## src/rtl/fetch_queue.sv

```systemverilog
// Instruction fetch queue: DEPTH-entry circular buffer of {instr, pc, inc_pc} between fetch and decode.
// Define FETCH_QUEUE_BYPASS_EN to pass an entry straight through to decode when the queue is empty.
module fetch_queue #(
  parameter int XLEN  = 32,
  parameter int DEPTH = 4
) (
  input  logic                     clk,
  input  logic                     rst_n,
  input  logic                     flush,
  input  logic                     in_valid,
  output logic                     in_ready,
  input  logic [29:0]              in_instr,
  input  logic [XLEN-1:0]          in_pc,
  input  logic [XLEN-1:0]          in_inc_pc,
  output logic                     out_valid,
  input  logic                     out_ready,
  output logic [29:0]              out_instr,
  output logic [XLEN-1:0]          out_pc,
  output logic [XLEN-1:0]          out_inc_pc,
  output logic [$clog2(DEPTH):0]   count
);

  localparam int          AW        = $clog2(DEPTH);
  localparam logic [AW:0] FULL_CNT  = (AW+1)'(DEPTH);
  localparam logic [29:0] NOP_INSTR = 30'h4;

  logic [29:0]     instr_mem [DEPTH];
  logic [XLEN-1:0] pc_mem    [DEPTH];
  logic [XLEN-1:0] inc_mem   [DEPTH];

  logic [AW-1:0] rd_ptr;
  logic [AW-1:0] wr_ptr;
  logic [AW:0]   cnt;
  logic          empty;
  logic          full;
  logic          bypass;
  logic          push;
  logic          pop;
  logic          wr_en;
  logic          rd_en;

  assign empty = (cnt == '0);
  assign full  = (cnt == FULL_CNT);

`ifdef FETCH_QUEUE_BYPASS_EN
  assign bypass = empty && in_valid && out_ready && !flush;
`else
  assign bypass = 1'b0;
`endif

  assign out_valid = !flush && (!empty || bypass);
  assign pop       = out_valid && out_ready;
  assign in_ready  = !flush && (!full || pop);
  assign push      = in_valid && in_ready;

  // A bypassed entry is consumed in the same cycle and never touches storage.
  assign wr_en = push && !bypass;
  assign rd_en = pop && !bypass;

  assign count = cnt;

  always_comb begin
    out_instr  = NOP_INSTR;
    out_pc     = '0;
    out_inc_pc = '0;
    if (bypass) begin
      out_instr  = in_instr;
      out_pc     = in_pc;
      out_inc_pc = in_inc_pc;
    end else if (out_valid) begin
      out_instr  = instr_mem[rd_ptr];
      out_pc     = pc_mem[rd_ptr];
      out_inc_pc = inc_mem[rd_ptr];
    end
  end

  always_ff @(posedge clk or negedge rst_n) begin
    if (!rst_n) begin
      rd_ptr <= '0;
      wr_ptr <= '0;
      cnt    <= '0;
    end else if (flush) begin
      rd_ptr <= '0;
      wr_ptr <= '0;
      cnt    <= '0;
    end else begin
      if (wr_en) wr_ptr <= wr_ptr + 1'b1;
      if (rd_en) rd_ptr <= rd_ptr + 1'b1;
      if (wr_en && !rd_en)
        cnt <= cnt + 1'b1;
      else if (!wr_en && rd_en)
        cnt <= cnt - 1'b1;
    end
  end

  // Payload storage has no reset; only pointers and count define what is valid.
  always_ff @(posedge clk) begin
    if (wr_en) begin
      instr_mem[wr_ptr] <= in_instr;
      pc_mem[wr_ptr]    <= in_pc;
      inc_mem[wr_ptr]   <= in_inc_pc;
    end
  end

endmodule

```

## config.mk

```make
export PLATFORM = sky130hd
export DESIGN_NAME = fetch_queue
export DESIGN_NICKNAME = d
export VERILOG_FILES = /design/src/rtl/fetch_queue.sv
export SDC_FILE = /design/constraint.sdc
export NUM_CORES = 1
export LEC_CHECK = 0
export BUFFER_PORTS_ARGS = -buffer_cell sky130_fd_sc_hd__buf_2
export CAP_MARGIN = 20
export CORE_UTILIZATION = 57
export CTS_CLUSTER_SIZE = 30
export DETAILED_ROUTE_END_ITERATION = 10
export HOLD_SLACK_MARGIN = 0.06
export PLACE_DENSITY = 0.79
export SYNTH_ARGS = -nofsm -noshare
export SYNTH_HDL_FRONTEND = slang
export SYNTH_SLANG_ARGS = --single-unit
export TNS_END_PERCENT = 30
```

## constraint.sdc

```tcl
create_clock -name clk -period 5.4 [get_ports clk]
set_clock_uncertainty 0.2 [all_clocks]
set_input_delay 0.81 -clock clk [delete_from_list [all_inputs] [get_ports clk]]
set_output_delay 0.81 -clock clk [all_outputs]
set_load 0.1 [all_outputs]
```

==> results of run 1 <==
-- Yosys cell counts --
library cell,count
or3_1,1
mux4_2,94
inv_1,4
clkbuf_1,15
a31oi_1,1
a2111o_1,1
nor3_1,2
clkbuf_2,1
or3b_1,1
nor2_1,7
o31ai_1,1
nor4b_1,2
xor2_1,5
nand2_1,1
o21ai_0,2
nand3b_1,2
buf_2,13
and2_1,99
a21o_1,1
a21oi_1,2
buf_6,6
ha_1,4
or2_2,1
edfxtp_1,376
nand2b_1,2
o32ai_1,1
dfrtp_1,7
fa_1,1
nor3b_1,1
-- per-stage QoR --
stage	cell area, um2	std cells	util	worst slack [ps]	total power, W
detailed placement	16100	1160	0.636	1610	0.00651
floorplan	14700	654	-	839	0.00603
global placement	16100	1160	0.636	1700	0.00648
CTS	17300	1228	0.684	1440	0.00904
finish	17300	1234	0.685	1480	0.00896
global route	17300	1232	0.685	1350	0.00925
-- power by group through the flow --
| stage | registers, W | clock network (W) | logic, W |
|---|---|---|---|
| 6_report | 0.00355 | 0.00253 | 0.00287 |
| 5_1_grt | 0.00358 | 0.00268 | 0.00299 |
| 4_1_cts | 0.00356 | 0.00259 | 0.00289 |
| 3_5_place_dp | 0.00362 | 0 | 0.00289 |
| 3_3_place_gp | 0.00361 | 0 | 0.00287 |
| 2_1_floorplan | 0.00358 | 0 | 0.00245 |
-- registers in the layout, summed over array words and instances (netlist names) --
register	flops
count	3
rd_ptr	2
instr_mem	120
wr_ptr	2
inc_mem	128
pc_mem	128
-- path summary, 6_finish.rpt --
kind | startpoint | to | slack [ps] | depth (start not counted)
max | rd_ptr[1] | out_instr[7] | 1480 | 4
max in group asynchronous | rst_n | rd_ptr[1] | 4360 | 2
max reg2reg | count[2] | pc_mem[1][4] | 2450 | 5
min | in_pc[10] | pc_mem[0][10] | 300 | 1
min reg2reg | wr_ptr[1] | wr_ptr[1] | 440 | 2
min in group asynchronous | rst_n | wr_ptr[0] | 460 | 2
-- metal layers --
metal / track usage / share of wire
met2: 0.374 / 0.53
met1: 0.285 / 0.39
met3: 0.0433 / 0.053
met5: 0 / 0.0011
met4: 0.0739 / 0.024
-- logic make-up after synthesis --
family,Yosys count,share of synthesized area
muxes,94,0.144
AOI/OAI and AO/OA,9,0.00417
adders and majority gates,5,0.00477
xor gates and xnor gates,5,0.00298
and+or+nand+nor,119,0.0499
DFF,383,0.780
buffers and inverters,39,0.0142
-- cell type report --
| class | count | area [um2] | area share |
|---|---|---|---|
| multi-input combinational | 232 | 3040 | 0.176 |
| inverter | 4 | 15.0 | 0.000868 |
| antenna | 5 | 12.5 | 0.000723 |
| timing repair buffer | 213 | 1140 | 0.0661 |
| sequential | 383 | 11500 | 0.663 |
| tap | 330 | 413 | 0.0239 |
| clock inverter | 17 | 180 | 0.0104 |
| clock buffer | 50 | 1020 | 0.0588 |
-- worst max-delay path, stage by stage, from the launching register on --
cell     delay, ps
dfrtp_4       1060
buf_4          430
mux4_2         370
and2_1         190
buf_2          290
-- what timing repair did --
| item | CTS | global route |
|---|---|---|
| hold endpoints to repair | 7 | 0 |
| hold buffers | 1 | 0 |
| setup endpoints to repair | 0 | 0 |
==> flow_summary_export.csv, run 1 <==
group,metric,value,unit
power_and_ir_drop,powerDensity,518,nW/um2
sta,fin_hold_ws,298,ps
clock_network,clkTransAtPathRegs,60,ps
floorplan,die_w,163,um
yosys,synth_nets,758,
clock_network,clk_path_buf_depth,3,
grt,grt_start_max_net_pins,84,
worst_setup_path,path_max_fanout,64,
sta,timing.final.crit_share,0.726,
power_and_ir_drop,switching_share,0.365,
sta,final_max_slew_viol_count,0,
power_and_ir_drop,leakage,5.99,nW
grt,grt_overflow,0,
floorplan,io_pins,198,
power_and_ir_drop,combPwrFrac,0.320,
power_and_ir_drop,power.internal,0.00568,W
sta,hold_viol_final,0,
yosys,synth-seq-cells,383,
clock_network,clock_latency,510,ps
placement,numPortBuffers,197,
drt,dr.pass1.iters,5,
yosys,ys_top_cells_by_area,"edfxtp_1, mux4_2, and2_1",
yosys,ys_warn_count,0,
clock_network,cts-htree-levels,2,
sta,fin_tns_setup,0,ps
drt,drcViolationCount,0,
power_and_ir_drop,pwr-share-seq,0.397,
sta,fmax,255,MHz
drt,drtIter0Drc,426,
clock_network,cts_setup_buffers,0,
clock_network,cts-buffers-inserted,38,
power_and_ir_drop,p_switching,0.00327,W
sta,post-route-min-period,3920,ps
grt,antenna_found_initial,7,
worst_setup_path,required,4390,ps
floorplan,start_util,0.582,
worst_setup_path,end_kind,"primary output",
worst_setup_path,worstSetupStartpointType,"flip-flop",
power_and_ir_drop,ir_drop,326,uV
drt,detail-route-antenna-nets,0,
layout,final_cell_mix,"edfxtp_1, buf_2, and2_1, mux4_2, clkbuf_16",
yosys,ys_types,29,
yosys,synth_cells,654,
sta,slew_headroom,0.344,
floorplan,core-area,25300,um2
sta,setup_viol,0,
yosys,synth_top_cell_area_share,0.768,
worst_setup_path,critical_path_class,"flip-flop to primary output",
grt,grt_pass1_vias,7205,
worst_setup_path,crit_arrival,2910,ps
sta,tightest_slew,984,ps
yosys,synth_top_area_cell,"edfxtp_1",
layout,fillers,1591,
placement,hpwl,16400,um
grt,grt_pass1_wl,42500,um
layout,area_delta_synth_final,17.7,%
clock_network,cts_resized,0,
clock_network,cts_tree,"yes",
floorplan,rows,58,
job,cap_violations,0,
drt,via_per_inst,5.64,
clock_network,clockRootBuffer,"clkbuf_16",
yosys,synth_area_per_cell,22.5,um2
layout,layout.nets,976,
drt,vias,6956,
grt,grt.total_usage,0.219,
clock_network,numClockSinks,383,
sta,grt_setup_unrepaired,"no",
power_and_ir_drop,pwr-share-clk,0.283,
outcome,status,"finished, final reports clean",
floorplan,dieArea,26400,um2
layout,final_common_cell,"edfxtp_1",
layout,layout-drive-gt1-share,0.404,
yosys,ys_seq_area_frac,0.780,
drt,drt_wl_total,27600,um
floorplan,die_y,163,um
placement,place.gp.congestion,0.773,
yosys,syn_area,14700,um2
drt,wl_per_cell,22.4,um
min_path,hp-class,"input pin to flip-flop",
Note: power is estimated with default switching activity, not from simulation.
==> run 2, diff against run 1 <==
==> constraint.sdc (replaced) <==
create_clock -name clk -period 3.9 [get_ports clk]
set_clock_uncertainty 0.2 [all_clocks]
set_input_delay 0.585 -clock clk [delete_from_list [all_inputs] [get_ports clk]]
set_output_delay 0.585 -clock clk [all_outputs]
set_load 0.1 [all_outputs]
==> flow_summary_export.csv, run 2 (synthesis results as in run 1) <==
group,metric,value,unit
job,cap_violations,0,
worst_setup_path,cp_top_family,"buffers and inverters",
layout,layout-drive-gt1-share,0.407,
clock_network,cts-htree-levels,2,
worst_setup_path,cpPeakStageDelay,620,ps
layout,layout.nets,988,
sta,hold_viol_final,0,
grt,grt.total_usage,0.214,
worst_setup_path,path_buf_inv,2,
clock_network,clk_path_buf_depth,3,
floorplan,rows,58,
sta,timing.final.crit_share,0.874,
drt,detail-route-antenna-nets,0,
floorplan,io_pins,198,
worst_setup_path,end_kind,"primary output",
grt,grt_pass1_wl,41600,um
drt,dr.max_layer_used,"met5",
min_path,hp-class,"input pin to flip-flop",
placement,place.gp.congestion,0.752,
clock_network,cts_setup_buffers,0,
outcome,status,"finished, final reports clean",
placement,placed_area,16200,um2
drt,drcViolationCount,0,
sta,post-route-min-period,3410,ps
clock_network,numClockSinks,383,
clock_network,clockRootBuffer,"clkbuf_16",
worst_setup_path,path_cells,"buf_4, mux4_2, and2_1, buf_2",
layout,final_cell_mix,"edfxtp_1, buf_2, and2_1, mux4_2, clkbuf_16",
layout,area_delta_synth_final,18.2,%
drt,wl_per_cell,21.8,um
clock_network,clock_latency,520,ps
sta,final_max_slew_viol_count,0,
worst_setup_path,critPathSlowestCell,"dfrtp_4",
layout,top_regs,"inc_mem x128, pc_mem x128, instr_mem x120",
clock_network,cts_tree,"yes",
layout,final_common_cell,"edfxtp_1",
drt,dr.pass1.iters,5,
floorplan,dieArea,26400,um2
power_and_ir_drop,powerDensity,702,nW/um2
worst_setup_path,critical_path_class,"flip-flop to primary output",
layout,final_cell_area,17400,um2
clock_network,cts-buffers-inserted,38,
floorplan,start_util,0.582,
drt,wl_met3,1480,um
clock_network,clkTransAtPathRegs,60,ps
worst_setup_path,worstSetupStartpointType,"flip-flop",
drt,dr_wl_met2,14500,um
worst_setup_path,crit_arrival,2620,ps
drt,via_per_inst,5.56,
sta,setup_viol,0,
power_and_ir_drop,leakage,6.03,nW
sta,fmax,293,MHz
sta,tightest_slew,687,ps
power_and_ir_drop,ir_drop,567,uV
drt,m1WireLength,10400,um
floorplan,die_w,163,um
drt,drt_wl_total,27000,um
grt,grt_pass1_vias,7483,
sta,grt_setup_unrepaired,"no",
worst_setup_path,required,3120,ps
sta,slew_headroom,0.542,
placement,numPortBuffers,197,
grt,grt_start_max_net_pins,49,
drt,drtIter0Drc,484,
grt,antenna_found_initial,3,
drt,vias,6903,
placement,hpwl,17100,um
grt,grt_overflow,0,
floorplan,core-area,25300,um2
floorplan,die_y,163,um
sta,fin_hold_ws,80.5,ps
worst_setup_path,path_max_fanout,19,
## run 2: cell type report
class	count	area (um2)
Clock inverter	19	115
Timing Repair Buffer	225	1310
Sequential cell	383	11500
Inverter	4	15.0
Multi-Input combinational cell	232	3040
Clock buffer	46	1000
Fill cell	1587	7880
Tap cell	330	413
Antenna cell	2	5.00
## run 2: per-layer routing
layer / up-vias / GRT usage
met5: - / 0
met4: 2 / 0.0692
met3: 45 / 0.0456
met2: 216 / 0.383
met1: 3508 / 0.259
li1: 3132 / -
## run 2: worst paths after layout
kind | from | to | slack (ps) | cells after the start
max reg2reg | count[1] | count[2] | 1190 | 8
min reg2reg | wr_ptr[1] | wr_ptr[1] | 430 | 2
min in group asynchronous | rst_n | wr_ptr[1] | 270 | 2
max | rd_ptr[0] | out_inc_pc[29] | 490 | 4
max in group asynchronous | rst_n | rd_ptr[0] | 3050 | 2
min | in_inc_pc[10] | inc_mem[3][10] | 80 | 1
## run 2: repair_timing
| action | CTS | global route |
|---|---|---|
| endpoints found under the setup margin | 0 | 0 |
| gates resized for setup | 0 | 0 |
| hold buffers | 6 | 0 |
| hold endpoints to repair | 22 | 0 |
## run 2: power by group
group	switching (W)	internal (W)	total, W
sequential	0.000119	0.00474	0.00486
clock	0.00141	0.00189	0.00330
combinational	0.00298	0.00106	0.00404
## run 2: through the flow
stage / std cells / util / setup TNS [ps] / setup slack (ps) / total power (W)
global route: 1240 / 0.688 / 0 / 338 / 0.0126
floorplan: 654 / - / -1310 / -145 / 0.00834
global placement: 1168 / 0.641 / 0 / 1010 / 0.00898
detailed placement: 1168 / 0.641 / 0 / 980 / 0.00903
CTS: 1239 / 0.688 / 0 / 419 / 0.0123
finish: 1241 / 0.688 / 0 / 491 / 0.0122
